**src/rtl/mem_stage_lsu.sv**
```systemverilog
// RV32I memory stage: EX/MEM register, req/ack data access with lane steering and load extension, MEM/WB register.
// Optional feature macro LSU_MISALIGN_EXC_EN: misaligned accesses are not issued and are flagged on MisalignW.
module mem_stage_lsu (
    input  logic        clk,
    input  logic        reset_n,
    input  logic        RegWriteE,
    input  logic        MemWriteE,
    input  logic [2:0]  ResultSrcE,
    input  logic [1:0]  StoreSrcE,
    input  logic [2:0]  LoadSrcE,
    input  logic [31:0] ALUResultE,
    input  logic [31:0] WriteDataE,
    input  logic [31:0] PCPlus4E,
    input  logic [4:0]  RdE,
    input  logic        FlushM,
    output logic        DReq,
    output logic        DWe,
    output logic [31:0] DAddr,
    output logic [3:0]  DBe,
    output logic [31:0] DWData,
    input  logic        DAck,
    input  logic [31:0] DRData,
    output logic        StallM,
    output logic [31:0] ALUResultM,
    output logic        RegWriteM,
    output logic [4:0]  RdM,
`ifdef LSU_MISALIGN_EXC_EN
    output logic        MisalignW,
`endif
    output logic        RegWriteW,
    output logic [2:0]  ResultSrcW,
    output logic [4:0]  RdW,
    output logic [31:0] ALUResultW,
    output logic [31:0] ReadDataW,
    output logic [31:0] PCPlus4W
);

    typedef enum logic {S_IDLE, S_WAIT} state_t;

    state_t      state_q, state_d;

    logic        regwrite_m_q, memwrite_m_q;
    logic [2:0]  resultsrc_m_q, loadsrc_m_q;
    logic [1:0]  storesrc_m_q;
    logic [31:0] aluresult_m_q, writedata_m_q, pcplus4_m_q;
    logic [4:0]  rd_m_q;

    logic        regwrite_w_q;
    logic [2:0]  resultsrc_w_q;
    logic [4:0]  rd_w_q;
    logic [31:0] aluresult_w_q, readdata_w_q, pcplus4_w_q;

    logic        is_load_m, misalign_m, mem_op_m;
    logic [7:0]  ld_byte;
    logic [15:0] ld_half;
    logic [31:0] ld_ext;

    // EX/MEM: frozen while the data access is outstanding
    always_ff @(posedge clk or negedge reset_n) begin
        if (!reset_n) begin
            regwrite_m_q  <= 1'b0;
            memwrite_m_q  <= 1'b0;
            resultsrc_m_q <= '0;
            storesrc_m_q  <= '0;
            loadsrc_m_q   <= '0;
            aluresult_m_q <= '0;
            writedata_m_q <= '0;
            pcplus4_m_q   <= '0;
            rd_m_q        <= '0;
        end else if (!StallM) begin
            regwrite_m_q  <= RegWriteE & ~FlushM;
            memwrite_m_q  <= MemWriteE & ~FlushM;
            resultsrc_m_q <= FlushM ? 3'b000 : ResultSrcE;
            storesrc_m_q  <= StoreSrcE;
            loadsrc_m_q   <= LoadSrcE;
            aluresult_m_q <= ALUResultE;
            writedata_m_q <= WriteDataE;
            pcplus4_m_q   <= PCPlus4E;
            rd_m_q        <= RdE;
        end
    end

    assign is_load_m = (resultsrc_m_q == 3'b001);

`ifdef LSU_MISALIGN_EXC_EN
    always_comb begin
        misalign_m = 1'b0;
        if (memwrite_m_q) begin
            case (storesrc_m_q)
                2'b01:   misalign_m = aluresult_m_q[0];
                2'b10:   misalign_m = 1'b0;
                default: misalign_m = (aluresult_m_q[1:0] != 2'b00);
            endcase
        end else if (is_load_m) begin
            case (loadsrc_m_q)
                3'b001, 3'b011: misalign_m = aluresult_m_q[0];
                3'b010, 3'b100: misalign_m = 1'b0;
                default:        misalign_m = (aluresult_m_q[1:0] != 2'b00);
            endcase
        end
    end
`else
    assign misalign_m = 1'b0;
`endif

    assign mem_op_m = (memwrite_m_q | is_load_m) & ~misalign_m;

    always_ff @(posedge clk or negedge reset_n) begin
        if (!reset_n) state_q <= S_IDLE;
        else          state_q <= state_d;
    end

    always_comb begin
        state_d = state_q;
        DReq    = 1'b0;
        case (state_q)
            S_IDLE: begin
                DReq = mem_op_m;
                if (mem_op_m && !DAck) state_d = S_WAIT;
            end
            S_WAIT: begin
                DReq = 1'b1;
                if (DAck) state_d = S_IDLE;
            end
        endcase
    end

    assign StallM = DReq & ~DAck;
    assign DWe    = DReq & memwrite_m_q;
    assign DAddr  = {aluresult_m_q[31:2], 2'b00};

    always_comb begin
        DBe    = 4'b0000;
        DWData = writedata_m_q;
        if (memwrite_m_q) begin
            case (storesrc_m_q)
                2'b01: begin
                    DBe    = aluresult_m_q[1] ? 4'b1100 : 4'b0011;
                    DWData = {2{writedata_m_q[15:0]}};
                end
                2'b10: begin
                    DBe    = 4'b0001 << aluresult_m_q[1:0];
                    DWData = {4{writedata_m_q[7:0]}};
                end
                default: DBe = 4'b1111;
            endcase
        end else if (is_load_m) begin
            DBe = 4'b1111;
        end
    end

    always_comb begin
        ld_byte = DRData[7:0];
        case (aluresult_m_q[1:0])
            2'd0: ld_byte = DRData[7:0];
            2'd1: ld_byte = DRData[15:8];
            2'd2: ld_byte = DRData[23:16];
            2'd3: ld_byte = DRData[31:24];
        endcase
        ld_half = aluresult_m_q[1] ? DRData[31:16] : DRData[15:0];
        case (loadsrc_m_q)
            3'b001:  ld_ext = {{16{ld_half[15]}}, ld_half};
            3'b011:  ld_ext = {16'h0000, ld_half};
            3'b010:  ld_ext = {{24{ld_byte[7]}}, ld_byte};
            3'b100:  ld_ext = {24'h000000, ld_byte};
            default: ld_ext = DRData;
        endcase
    end

    // MEM/WB: a stall cycle writes a bubble; suppressed accesses never write the register file
    always_ff @(posedge clk or negedge reset_n) begin
        if (!reset_n) begin
            regwrite_w_q  <= 1'b0;
            resultsrc_w_q <= '0;
            rd_w_q        <= '0;
            aluresult_w_q <= '0;
            readdata_w_q  <= '0;
            pcplus4_w_q   <= '0;
        end else begin
            regwrite_w_q  <= regwrite_m_q & ~StallM & ~misalign_m;
            resultsrc_w_q <= resultsrc_m_q;
            rd_w_q        <= rd_m_q;
            aluresult_w_q <= aluresult_m_q;
            readdata_w_q  <= (is_load_m & ~misalign_m) ? ld_ext : '0;
            pcplus4_w_q   <= pcplus4_m_q;
        end
    end

`ifdef LSU_MISALIGN_EXC_EN
    logic misalign_w_q;

    always_ff @(posedge clk or negedge reset_n) begin
        if (!reset_n) misalign_w_q <= 1'b0;
        else          misalign_w_q <= misalign_m & ~StallM;
    end

    assign MisalignW = misalign_w_q;
`endif

    assign ALUResultM = aluresult_m_q;
    assign RegWriteM  = regwrite_m_q;
    assign RdM        = rd_m_q;
    assign RegWriteW  = regwrite_w_q;
    assign ResultSrcW = resultsrc_w_q;
    assign RdW        = rd_w_q;
    assign ALUResultW = aluresult_w_q;
    assign ReadDataW  = readdata_w_q;
    assign PCPlus4W   = pcplus4_w_q;

endmodule

```
**config.mk**
```make
export PLATFORM = sky130hd
export DESIGN_NAME = mem_stage_lsu
export DESIGN_NICKNAME = d
export VERILOG_FILES = /design/src/rtl/mem_stage_lsu.sv
export SDC_FILE = /design/constraint.sdc
export NUM_CORES = 1
export LEC_CHECK = 0
export ABC_AREA = 1
export BUFFER_PORTS_ARGS = -buffer_cell sky130_fd_sc_hd__clkbuf_2
export CAP_MARGIN = 20
export CORE_UTILIZATION = 44
export DETAILED_ROUTE_END_ITERATION = 12
export GPL_TIMING_DRIVEN = 0
export PLACE_DENSITY = 0.75
export SYNTH_ARGS = -nofsm -noshare
export SYNTH_HDL_FRONTEND = slang
export SYNTH_SLANG_ARGS = --single-unit
```
**constraint.sdc**
```tcl
create_clock -name clk -period 1.66 [get_ports clk]
set_input_delay 0.166 -clock clk [delete_from_list [all_inputs] [get_ports clk]]
set_output_delay 0.166 -clock clk [all_outputs]
set_load 0.05 [all_outputs]
```
# == Word-level counts from Yosys, hierarchy flattened ==
# Cells that the tools add are included.
# word_totals
out_inout_bits,214
reg_bits,217
inputBits,147
# op_classes
muxes,15
n_reduce_logical,3
n_shift,1
bitwise,10
n_eq_ne,10
# ops
cell,n
one-hot mux 32 bit (4 select lines),1
2-to-1 mux 32 bit,2
one-hot mux 32 bit (2 select lines),1
one-hot mux 8 bit (4 select lines),1
2-to-1 mux 16 bit,1
2-to-1 mux 4 bit,3
one-hot mux 4 bit (2 select lines),1
"== test 2 bit, second input constant",3
"== test 3 x 1 -> 1 bit, second input constant",2
"== test 3 x 2 -> 1 bit, second input constant",2
AND 1 bit,5
"== test 2 x 1 -> 1 bit, second input constant",2
inverter 1 bit,4
one-hot mux 1 bit (2 select lines),2
"<< shifter 1 x 2 -> 4 bit, first input constant",1
"== test 3 bit, second input constant",1
2-to-1 mux 3 bit,1
logical NOT 2 bit,1
2-to-1 mux 1 bit,2
logical AND 1 bit,1
logical NOT 1 bit,1
OR 1 bit,1

# == Depth between registers and ports, before layout ==
# Gate-level depths: netlist of run 1.
# logic_depth
word_depth,6
mapped_depth,10

# == Worst setup path after synthesis of run 1 ==
# Ideal clock, no wire load.
# synth_path
kind,register -> output
from,reg storesrc_m_q[0]
to,out DWData[16]
t_arrival_ps,2243
path_stages_with_launch,6
required_time_ps,1494
path_slack_ps,-749
path_cell_list,dfrtp_1 -> inv_1 -> ha_1 -> nor2_4 -> o21ai_1 -> o21ai_0
# synth_between
elab_chain_cells,3
elab_cells_between_ends,4
classes_between,2 x eq/ne; 2 x mux
# synth_lines
item,line,rtl
start: declaration,44,logic [1:0] storesrc_m_q;
start signal: assignment,74,storesrc_m_q <= StoreSrcE;
== test 2 bit / == test 2 x 1 -> 1 bit (equally long branches),136,case (storesrc_m_q)
one-hot mux 32 bit (2 select lines) *,136,
2-to-1 mux 32 bit *,135,if (memwrite_m_q) begin
end: declaration,20,"output logic [31:0] DWData,"
# Every way passes the cells marked *; elsewhere a longest branch is shown, timed or not.

# == Worst setup path in the final report of run 1 ==
# Ends and elaborated chain as after synthesis.

==> summary.txt, run 1 <==
Synthesis
  • Synth top area share: 58.8%
  • Register area share after synthesis: 58.8%
  • Cell Area, Synth: 9240 um^2
  • Most frequent cell after synthesis: nand2_1
  • Cell taking the most area after synthesis: dfrtp_1
  • Post-synth top cells: nand2_1, dfrtp_1, nand3_1
  • Synth Warn #: 0
  • Gate Count Post-Synth: 1027
  • Ys async rst share: 100%
  • Number of flops mapped to enable cells by yosys: 0
  • Ranking of synthesized cells by area: dfrtp_1, nand2_1, nand3_1, buf_4, inv_1
  • #FFs+latches synth: 217
  • Mean Syn Cell Area: 9.00 um^2
  • Netlist cell types: 26
  • Main synth FF type: dfrtp_1

GRT
  • Vias in the first global route: 9449
  • GRT Total Usage: 30.0%
  • First-pass GRT wire length: 50300 um
  • Largest net degree at the start of global routing: 119
  • GRT Residual Overflow: 0
  • Initial antenna violation count: 0

Worst setup path
  • Worst-path maximum fanout: 4
  • FF-to-FF Start: memwrite_m_q
  • Worst Path Class, Setup: reg2out
  • Cells on worst reg2reg path: 11
  • Critical Path End: DWData[16]
  • Setup slack, reg-to-reg: 0.05 ns
  • Crit path DAT: 2.13 ns
  • Worst Setup End Kind: primary output
  • CP required: 1.49 ns
  • CP Launch Type: flip-flop
  • Worst flop-to-flop path endpoint: RdM[2]
  • Setup crit start: storesrc_m_q[0]

Routing
  • DRT Wirelength: 34200 um
  • Final ANT Viol Nets: 0
  • Vias per cell: 5.13
  • 1st-iter DRT viols: 575
  • First-pass DRT Iterations: 5
  • DRC violations left: 0
  • Total number of vias: 9521
  • Routed wire per std cell: 18.4 um

Floorplanning
  • Die area: 21600 um^2
  • FP Rows: 52
  • IO Count: 361
  • Die width: 147 um
  • Initial core utilization: 45.2%
  • Die height: 147 um
  • Core area: 20400 um^2

Layout
  • Diodes inserted: 0
  • Area growth from synthesis to layout: 58.9%
  • Fin cells: 1857
  • Nets: 1721
  • Seq. cell area: 5440 um^2
  • Multi-input logic area: 3280 um^2
  • Layout cells sized above 1: 38.7%
  • # fillers: 1430

Min path
  • Hold Startpoint: DRData[8]
  • Worst hold path cell count: 5
  • HP Class: in2reg

Outcome
  • Status: complete, but fails checks
  • Failing checks: negative setup slack

STA
  • Slew @ Worst Pin: 0.830 ns
  • Fin crit period: 2.30 ns
  • Final setup violation count: 30
  • Skew final: 0.00895 ns
  • Setup tns final: -14.70 ns
  • Slew Viols, Final: 0
  • Hold Fails Final Rpt: 0
  • Worst slew margin: 44.7%
  • Final worst setup slack: -0.639 ns
  • Crit share post-route: 139%
  • FMAX: 435 MHz
  • RSZ-0062 raised after global routing: yes

Power
  • Leakage: 7.99 nW
  • Max rail drop VDD: 1.19 mV
  • Power Density: 1390 nW/um^2

Clock network
  • H-tree levels: 1
  • Root Driver: clkbuf_16
  • Clk buf depth: 3
  • Later-pin clock latency in the skew report: 0.52 ns
  • Num CTS Buffers: 24
  • Clock Sinks: 217
  • Reg clk slew, reported paths: 0.06 ns
  • TritonCTS clock tree: done

Flow run
  • Max cap viols: 0

Placement
  • PortBufs: 358
  • GPL Wtd Cong: 0.926
  • Placed cell count: 1657
  • HPWL after DPL: 21100 um
==> cell type report <==
type	instances	area share [%]
Sequential cell	217	37.0
Timing Repair Buffer	519	25.6
Multi-Input combinational cell	626	22.3
Buffer	100	5.21
Clock buffer	30	4.38
Tap cell	270	2.30
Inverter	83	2.24
Clock inverter	11	0.826
Timing Repair inverter	1	0.0426
==> per-stage QoR <==
stage / setup slack, ns / hold WS, ns / cell area [um^2] / total power, mW / util [%]
CTS: -0.575 / 0.0000819 / 14200 / 19.7 / 69.4
detailed placement: -0.343 / 0.302 / 11600 / 13.7 / 56.7
finish: -0.639 / 0.0282 / 14700 / 20.4 / 71.9
global placement: -4.11 / 0.358 / 11500 / 13.6 / 56.5
floorplan: 0.00410 / -0.130 / 9410 / 11.8 / -
global route: -0.666 / 0.0360 / 14700 / 21.1 / 71.9
==> cell usage in the layout (no fill, tap or decap), types with 16 or more instances in the layout <==
cell,instances
a21oi_1,17
buf_2,19
buf_4,66
buf_6,21
buf_8,26
clkbuf_16,28
clkbuf_2,329
dfrtp_1,212
dlygate4sd3_1,123
inv_1,74
nand2_1,322
nand3_1,126
nand4_1,25
nor2_1,30
o21ai_4,16
==> how the worst min path moves through the flow <==
stage and end:
2_1_floorplan ALUResultM[0], 3_3_place_gp PCPlus4W[4], 5_1_grt ReadDataW[15], 3_5_place_dp ALUResultW[16], 4_1_cts ReadDataW[8], 6_report ReadDataW[8]
==> routing by layer <==
| layer | vias up | track usage (%) | wire, um |
|---|---|---|---|
| li1 | 4316 | - | - |
| met1 | 4558 | 36.3 | 12800 |
| met2 | 528 | 51.4 | 17200 |
| met3 | 119 | 6.49 | 2610 |
| met4 | 0 | 13.5 | 1620 |
| met5 | - | 0 | 0 |
==> registers in the layout, summed over array words and instances (netlist names), 2 cells and up <==
signal	count
ResultSrcW	3
resultsrc_m_q	3
loadsrc_m_q	3
ALUResultW	32
pcplus4_m_q	32
storesrc_m_q	2
writedata_m_q	32
RdW	5
PCPlus4W	32
RdM	5
ReadDataW	32
ALUResultM	32
==> cell families after synthesis <==
group	synth area share, %
buffers and inverters	10.6
AOI/OAI and AO/OA	5.39
and+or+nand+nor	24.9
adders and majority gates	0.271
other	0.0406
DFF	58.8
==> report_power, final <==
group | switching, mW | internal [mW]
Clock | 2.14 | 3.05
Sequential | 0.539 | 6.09
Combinational | 5.87 | 2.67
==> critical path, cell delays in order (launching register included) <==
cell and delay (ns):
dfrtp_2 0.43, inv_2 0.08, ha_4 0.22, buf_4 0.14, o21ai_0 0.43, o21ai_4 0.14
buf_8 0.18
==> timing repair <==
item,4_1_cts,5_1_grt
endpoints found under the setup margin,40,126
cloned,0,2
endpoints found under the hold margin,218,0
buffers inserted,19,18
gates resized for setup,110,130
hold buffers,123,0
pin swaps,15,15
Power figures use the tool's default switching activity.
==> run 2: changes to the inputs <==
Settings changed: CORE_MARGIN set to 2, CTS_BUF_LIST set to sky130_fd_sc_hd__clkbuf_8 sky130_fd_sc_hd__clkbuf_16, SETUP_SLACK_MARGIN set to 0.05.
==> summary.txt, run 2 (synthesis gave the netlist of run 1 again) <==
Layout
  • Fin area: 15500 um^2 (+5.6%)
  • # fillers: 1369 (-4.3%)
  • Layout cells sized above 1: 46.3% (+7.7 points)
  • Fin cells: 1874 (+0.92%)
  • Post-Route Utilization: 74.5% (+2.6 points)
  • Commonest non-fill, non-tap cell in the layout: clkbuf_2
  • Diodes inserted: 0 (unchanged)
  • Commonest cells after routing, fill and taps aside: clkbuf_2, dfrtp_1, nand2_1
  • Nets: 1730 (+0.52%)
  • Area growth from synthesis to layout: 67.8%

Power
  • Tot Pwr: 21.1 mW (+3.4%)
  • Power Density: 1360 nW/um^2 (-2.0%)
  • Leakage: 8.25 nW (+3.3%)
  • Net Sw Power: 8.90 mW (+4.0%)
  • Int Pwr: 12.2 mW (+3.0%)
  • Register share of total power: 31.7% (-0.9 points)
  • Clk pwr share: 25.2% (-0.3 points)
  • Logic pwr share: 43.1% (+1.2 points)
  • Sw Ratio: 42.2% (+0.25 points)
  • Max rail drop VDD: 1.24 mV (+4.1%)

Clock network
  • Root Driver: clkbuf_16
  • Later-pin clock latency in the skew report: 0.52 ns (about the same)
  • Clock Sinks: 217 (unchanged)
  • TritonCTS clock tree: done
  • Num CTS Buffers: 24 (unchanged)
  • Reg clk slew, reported paths: 0.06 ns (about the same)
  • Clk buf depth: 3 (unchanged)
  • H-tree levels: 1 (unchanged)

GRT
  • First-pass GRT wire length: 52800 um (+4.9%)
  • GRT Residual Overflow: 0 (unchanged)
  • Vias in the first global route: 9721 (+2.9%)
  • Largest net degree at the start of global routing: 118 (-0.84%)
  • GRT Total Usage: 30.7% (+0.72 points)
  • Initial antenna violation count: 0 (unchanged)

STA
  • Final setup violation count: 100 (+230%)
  • Setup tns final: -19.08 ns (-4.38 ns)
  • Skew final: 0.0203 ns (+0.0113 ns)
  • Hold Fails Final Rpt: 0 (unchanged)
  • Fin crit period: 2.27 ns (-0.0271 ns)
  • Worst slew margin: 46.4% (+1.7 points)
  • RSZ-0062 raised after global routing: yes
  • Slew @ Worst Pin: 0.804 ns (-0.0259 ns)
  • Worst hold slack: 0.0297 ns (+0.00157 ns)
  • Slew Viols, Final: 0 (unchanged)
  • FMAX: 440 MHz (+1.2%)
  • Crit share post-route: 137% (-1.6 points)
  • Final worst setup slack: -0.612 ns (+0.0271 ns)

Placement
  • GPL Wtd Cong: 0.913 (-1.4%)
  • PortBufs: 358 (unchanged)
  • Post-DP Area: 11600 um^2 (+0.45%)
  • Placed cell count: 1662 (+0.30%)
  • HPWL after DPL: 21100 um (about the same)
  • Place WS: -0.310 ns (+0.0323 ns)

Outcome
  • Failing checks: negative setup slack
  • Status: complete, but fails checks

Worst setup path
  • Worst Setup End Kind: primary output
  • CP bufs+invs: 5 (+2)
  • CP Launch Type: flip-flop
  • CP top delay family: buffers and inverters
  • Worst flop-to-flop path endpoint: ALUResultM[6]
  • FF-to-FF Start: resultsrc_m_q[2]
  • Critical Path End: DWData[15]
  • Critical path depth: 8 (+2)
  • CP required: 1.49 ns (about the same)
  • Setup slack, reg-to-reg: -0.13 ns (-0.18 ns)
  • Worst-path maximum fanout: 7 (+3)
  • CP max-delay cell: dfrtp_1
  • Setup crit start: storesrc_m_q[0]
  • Cells on worst reg2reg path: 13 (+2)
  • Worst Path Class, Setup: reg2out
  • Crit path DAT: 2.11 ns (-0.02 ns)
  • Highest cell delay on the worst timing path: 0.41 ns (-0.02 ns)
  • Critical path, cell by cell: inv_2 -> ha_4 -> nor2_4 -> buf_6 -> clkbuf_16 -> buf_12 -> o21ai_4 -> buf_8

Routing
  • DRT Wirelength: 36400 um (+6.5%)
  • 1st-iter DRT viols: 666 (+16%)
  • DRC violations left: 0 (unchanged)
  • First-pass DRT Iterations: 8 (+3)
  • Total number of vias: 9788 (+2.8%)
  • Routed wire per std cell: 19.4 um (+5.5%)
  • Final ANT Viol Nets: 0 (unchanged)
  • Vias per cell: 5.22 (+1.9%)

Floorplanning
  • FP Rows: 53 (+1.9%)
  • Core area: 20800 um^2 (+1.9%)
  • Die area: 22200 um^2 (+2.7%)
  • Initial core utilization: 44.4% (-0.85 points)
  • IO Count: 361 (unchanged)
  • Die height: 149 um (+1.4%)
  • Die width: 149 um (+1.4%)

Min path
  • HP Class: in2reg
  • Hold Startpoint: DRData[15]

Flow run
  • Max cap viols: 0 (unchanged)
[run 2: cell count changes in the layout (fill, tap and decap cells not counted), sizes merged]
| cell | change |
|---|---|
| nand2 | +1 |
| clkbuf | +8 |
| bufinv | -1 |
| clkinv | -3 |
| inv | +5 |
| buf | +2 |
| clkinvlp | +1 |
| dlygate4sd3 | -1 |
[run 2: final cells by class]
class	instances	area, um^2	area share, %
Sequential cell	217	5440	35.1
Timing Repair Buffer	525	3960	25.5
Multi-Input combinational cell	627	3770	24.3
Buffer	102	852	5.50
Clock buffer	31	697	4.49
Tap cell	275	344	2.22
Inverter	83	342	2.20
Clock inverter	13	101	0.654
Timing Repair inverter	1	7.51	0.0484
[run 2: power groups by stage]
stage	logic, mW	registers (mW)	clock network (mW)
after global routing	9.50	6.73	5.58
after floorplan	3.43	8.38	0
after CTS	8.35	6.59	5.34
after detailed placement	7.05	6.66	0
final	9.09	6.67	5.31
after global placement	6.98	6.65	0
[run 2: worst min path at each step]
stage               slack [ns]          endpoint  cells after the start
detailed placement        0.31    ALUResultW[11]                      1
CTS                      0.008     ReadDataW[12]                      5
global placement          0.36      PCPlus4W[12]                      0
floorplan                -0.13     ALUResultM[0]                      0
finish                    0.03     ReadDataW[15]                      5
global route              0.03  resultsrc_m_q[2]                      4
[run 2: worst reg2reg max path, stage by stage (launching register included)]
cell and delay [ns]:
dfrtp_1 0.41, inv_2 0.08, nand3b_4 0.09, nand2_4 0.08, inv_4 0.04, nand2_4 0.05
buf_6 0.12, nand2_8 0.05, buf_12 0.14, buf_8 0.12, buf_12 0.16, buf_16 0.17
nand2_2 0.06, nand2_1 0.08
[run 2: repair_timing]
item	CTS	global route
endpoints found under the setup margin	112	172
buffers inserted	28	10
pin swaps	16	8
hold endpoints to repair	219	0
hold buffers	122	0
cloned	9	2
gates resized for setup	228	177
[run 2: per-layer routing]
layer / GRT usage, % / up-vias / wire [um]
met5: 0 / - / 0
met4: 14.9 / 0 / 1880
met3: 5.96 / 149 / 2790
met2: 53.2 / 611 / 18300
met1: 36.8 / 4684 / 13400
li1: - / 4344 / -
==> run 3: changes to the inputs <==
Settings changed: CORE_MARGIN 2 to not set.
==> summary.txt, run 3 (synthesis gave the netlist of run 1 again) <==
STA
  • Final worst setup slack: -0.601 ns (+0.0114 ns)
  • Slew Viols, Final: 0 (unchanged)
  • RSZ-0062 raised after global routing: yes
  • Setup tns final: -38.39 ns (-19.31 ns)
  • Slew @ Worst Pin: 0.885 ns (+0.0806 ns)
  • Worst slew margin: 41.0% (-5.4 points)
  • Skew final: 0.0112 ns (-0.00908 ns)
  • FMAX: 442 MHz (+0.50%)
  • Crit share post-route: 136% (-0.69 points)
  • Final setup violation count: 139 (+39%)
  • Hold Fails Final Rpt: 0 (unchanged)
  • Fin crit period: 2.26 ns (-0.0114 ns)
  • Worst hold slack: 0.0196 ns (-0.0102 ns)

Worst setup path
  • CP Launch Type: flip-flop
  • CP max-delay cell: dfrtp_2
  • Highest cell delay on the worst timing path: 0.45 ns (+0.04 ns)
  • Critical path, cell by cell: inv_2 -> ha_4 -> buf_4 -> o21ai_0 -> o21ai_4 -> buf_8
  • CP top delay family: compound AO/OA/AOI/OAI gates
  • Crit path DAT: 2.09 ns (-0.02 ns)
  • Worst-path maximum fanout: 6 (-1)
  • Worst Path Class, Setup: reg2out
  • CP bufs+invs: 3 (-2)
  • CP required: 1.49 ns (about the same)
  • Worst Setup End Kind: primary output
  • Setup slack, reg-to-reg: -0.35 ns (-0.22 ns)

Power
  • Max rail drop VDD: 0.923 mV (-26%)
  • Leakage: 8.13 nW (-1.4%)
  • Power Density: 1380 nW/um^2 (+1.3%)
  • Tot Pwr: 21.2 mW (+0.55%)

Routing
  • DRT Wirelength: 35400 um (-2.9%)
  • Total number of vias: 9551 (-2.4%)
  • DRC violations left: 0 (unchanged)
  • First-pass DRT Iterations: 5 (-3)
  • Final ANT Viol Nets: 0 (unchanged)
  • 1st-iter DRT viols: 631 (-5.3%)
  • Routed wire per std cell: 19.0 um (-2.2%)
  • Vias per cell: 5.13 (-1.7%)

Floorplanning
  • Initial core utilization: 45.2% (+0.85 points)
  • IO Count: 361 (unchanged)
  • Core area: 20400 um^2 (-1.9%)
  • Die height: 147 um (-1.3%)
  • FP Rows: 52 (-1.9%)
  • Die area: 21600 um^2 (-2.7%)
  • Die width: 147 um (-1.3%)

GRT
  • Initial antenna violation count: 0 (unchanged)
  • Largest net degree at the start of global routing: 113 (-4.2%)
  • GRT Residual Overflow: 0 (unchanged)
  • First-pass GRT wire length: 52000 um (-1.4%)
  • GRT Total Usage: 31.1% (+0.38 points)
  • Vias in the first global route: 9602 (-1.2%)

Outcome
  • Status: complete, but fails checks
  • Failing checks: negative setup slack

Layout
  • Diodes inserted: 0 (unchanged)
  • Area growth from synthesis to layout: 66.6%
  • Multi-input logic area: 3650 um^2 (-3.2%)
  • Commonest cells after routing, fill and taps aside: clkbuf_2, nand2_1, dfrtp_1
  • Nets: 1727 (-0.17%)
  • # fillers: 1321 (-3.5%)
  • Layout cells sized above 1: 44.8% (-1.5 points)
  • Commonest non-fill, non-tap cell in the layout: clkbuf_2
  • Fin area: 15400 um^2 (-0.71%)
  • Seq. cell area: 5440 um^2 (unchanged)

Clock network
  • Num CTS Buffers: 24 (unchanged)
  • Root Driver: clkbuf_16
  • H-tree levels: 1 (unchanged)
  • Later-pin clock latency in the skew report: 0.52 ns (about the same)
  • Clock Sinks: 217 (unchanged)
  • TritonCTS clock tree: done
  • Reg clk slew, reported paths: 0.06 ns (about the same)
  • Clk buf depth: 3 (unchanged)

Placement
  • GPL Wtd Cong: 0.936 (+2.5%)
  • HPWL after DPL: 20800 um (-0.99%)
  • Post-DP Area: 11600 um^2 (about the same)
  • PortBufs: 358 (unchanged)

Min path
  • HP Class: in2reg

Flow run
  • Max cap viols: 0 (unchanged)
==> run 3: cell types whose count changed in the layout (fill, tap and decap cells not counted), sizes merged <==
cell	delta
buf	-10
bufinv	+1
clkbuf	+7
clkinv	+1
clkinvlp	-2
dlygate4sd3	-2
inv	-3
nand2	-1
==> run 3: timing repair <==
action | 4_1_cts | 5_1_grt
endpoints found under the setup margin | 89 | 173
gates resized for setup | 207 | 104
cloned | 9 | 7
hold buffers | 120 | 0
buffers inserted | 23 | 6
hold endpoints to repair | 222 | 0
pin swaps | 79 | 35
==> run 3: worst register-to-register path, cell delays in order (launching register included) <==
cell       delay (ns)
dfrtp_2          0.42
inv_4            0.10
buf_4            0.12
buf_6            0.09
nand2_4          0.05
inv_4            0.06
nand2_4          0.05
buf_12           0.13
buf_6            0.11
buf_6            0.11
buf_8            0.14
buf_12           0.17
clkbuf_16        0.17
nand3_1          0.09
nand2_1          0.09
==> run 3: final timing paths <==
path,startpoint,to,cells after the start
min in group asynchronous,reset_n,ALUResultW[8],2
worst max-delay path,storesrc_m_q[0],DWData[17],6
max in group asynchronous,reset_n,loadsrc_m_q[2],3
worst max register to register,memwrite_m_q,pcplus4_m_q[10],14
worst min-delay path,DRData[13],ReadDataW[13],5
worst min register to register,pcplus4_m_q[25],PCPlus4W[25],0
==> run 3: area by class of cell <==
cell class                      count  area share (%)
Sequential cell                   217            35.3
Timing Repair Buffer              522            26.0
Multi-Input combinational cell    626            23.7
Buffer                            102            5.53
Clock buffer                       29            4.35
Tap cell                          270            2.19
Inverter                           83            2.12
Clock inverter                      9           0.699
Timing Repair inverter              2          0.0894
==> run 3: power breakdown <==
part	total [mW]	internal (mW)	switching, mW
sequential	6.69	6.09	0.595
clock	5.29	3.15	2.14
combinational	9.20	3.10	6.10
==> run 3: routing by layer <==
| metal | part of all wire [%] | GRT usage, % | up-vias | wire [um] |
|---|---|---|---|---|
| li1 | - | - | 4332 | - |
| met1 | 38 | 37.8 | 4576 | 13500 |
| met2 | 50 | 53.8 | 523 | 17700 |
| met3 | 7.1 | 5.87 | 120 | 2510 |
| met4 | 4.6 | 13.9 | 0 | 1620 |
| met5 | 0 | 0 | - | 0 |
==> run 3: per-stage QoR <==
step | util, % | worst slack (ns) | instances
finish | 75.4 | -0.601 | 1860
global route | 75.4 | -0.631 | 1860
CTS | 72.7 | -0.608 | 1847
detailed placement | 56.9 | -0.345 | 1657
global placement | 56.7 | -4.16 | 1656
floorplan | - | 0.0235 | 1028
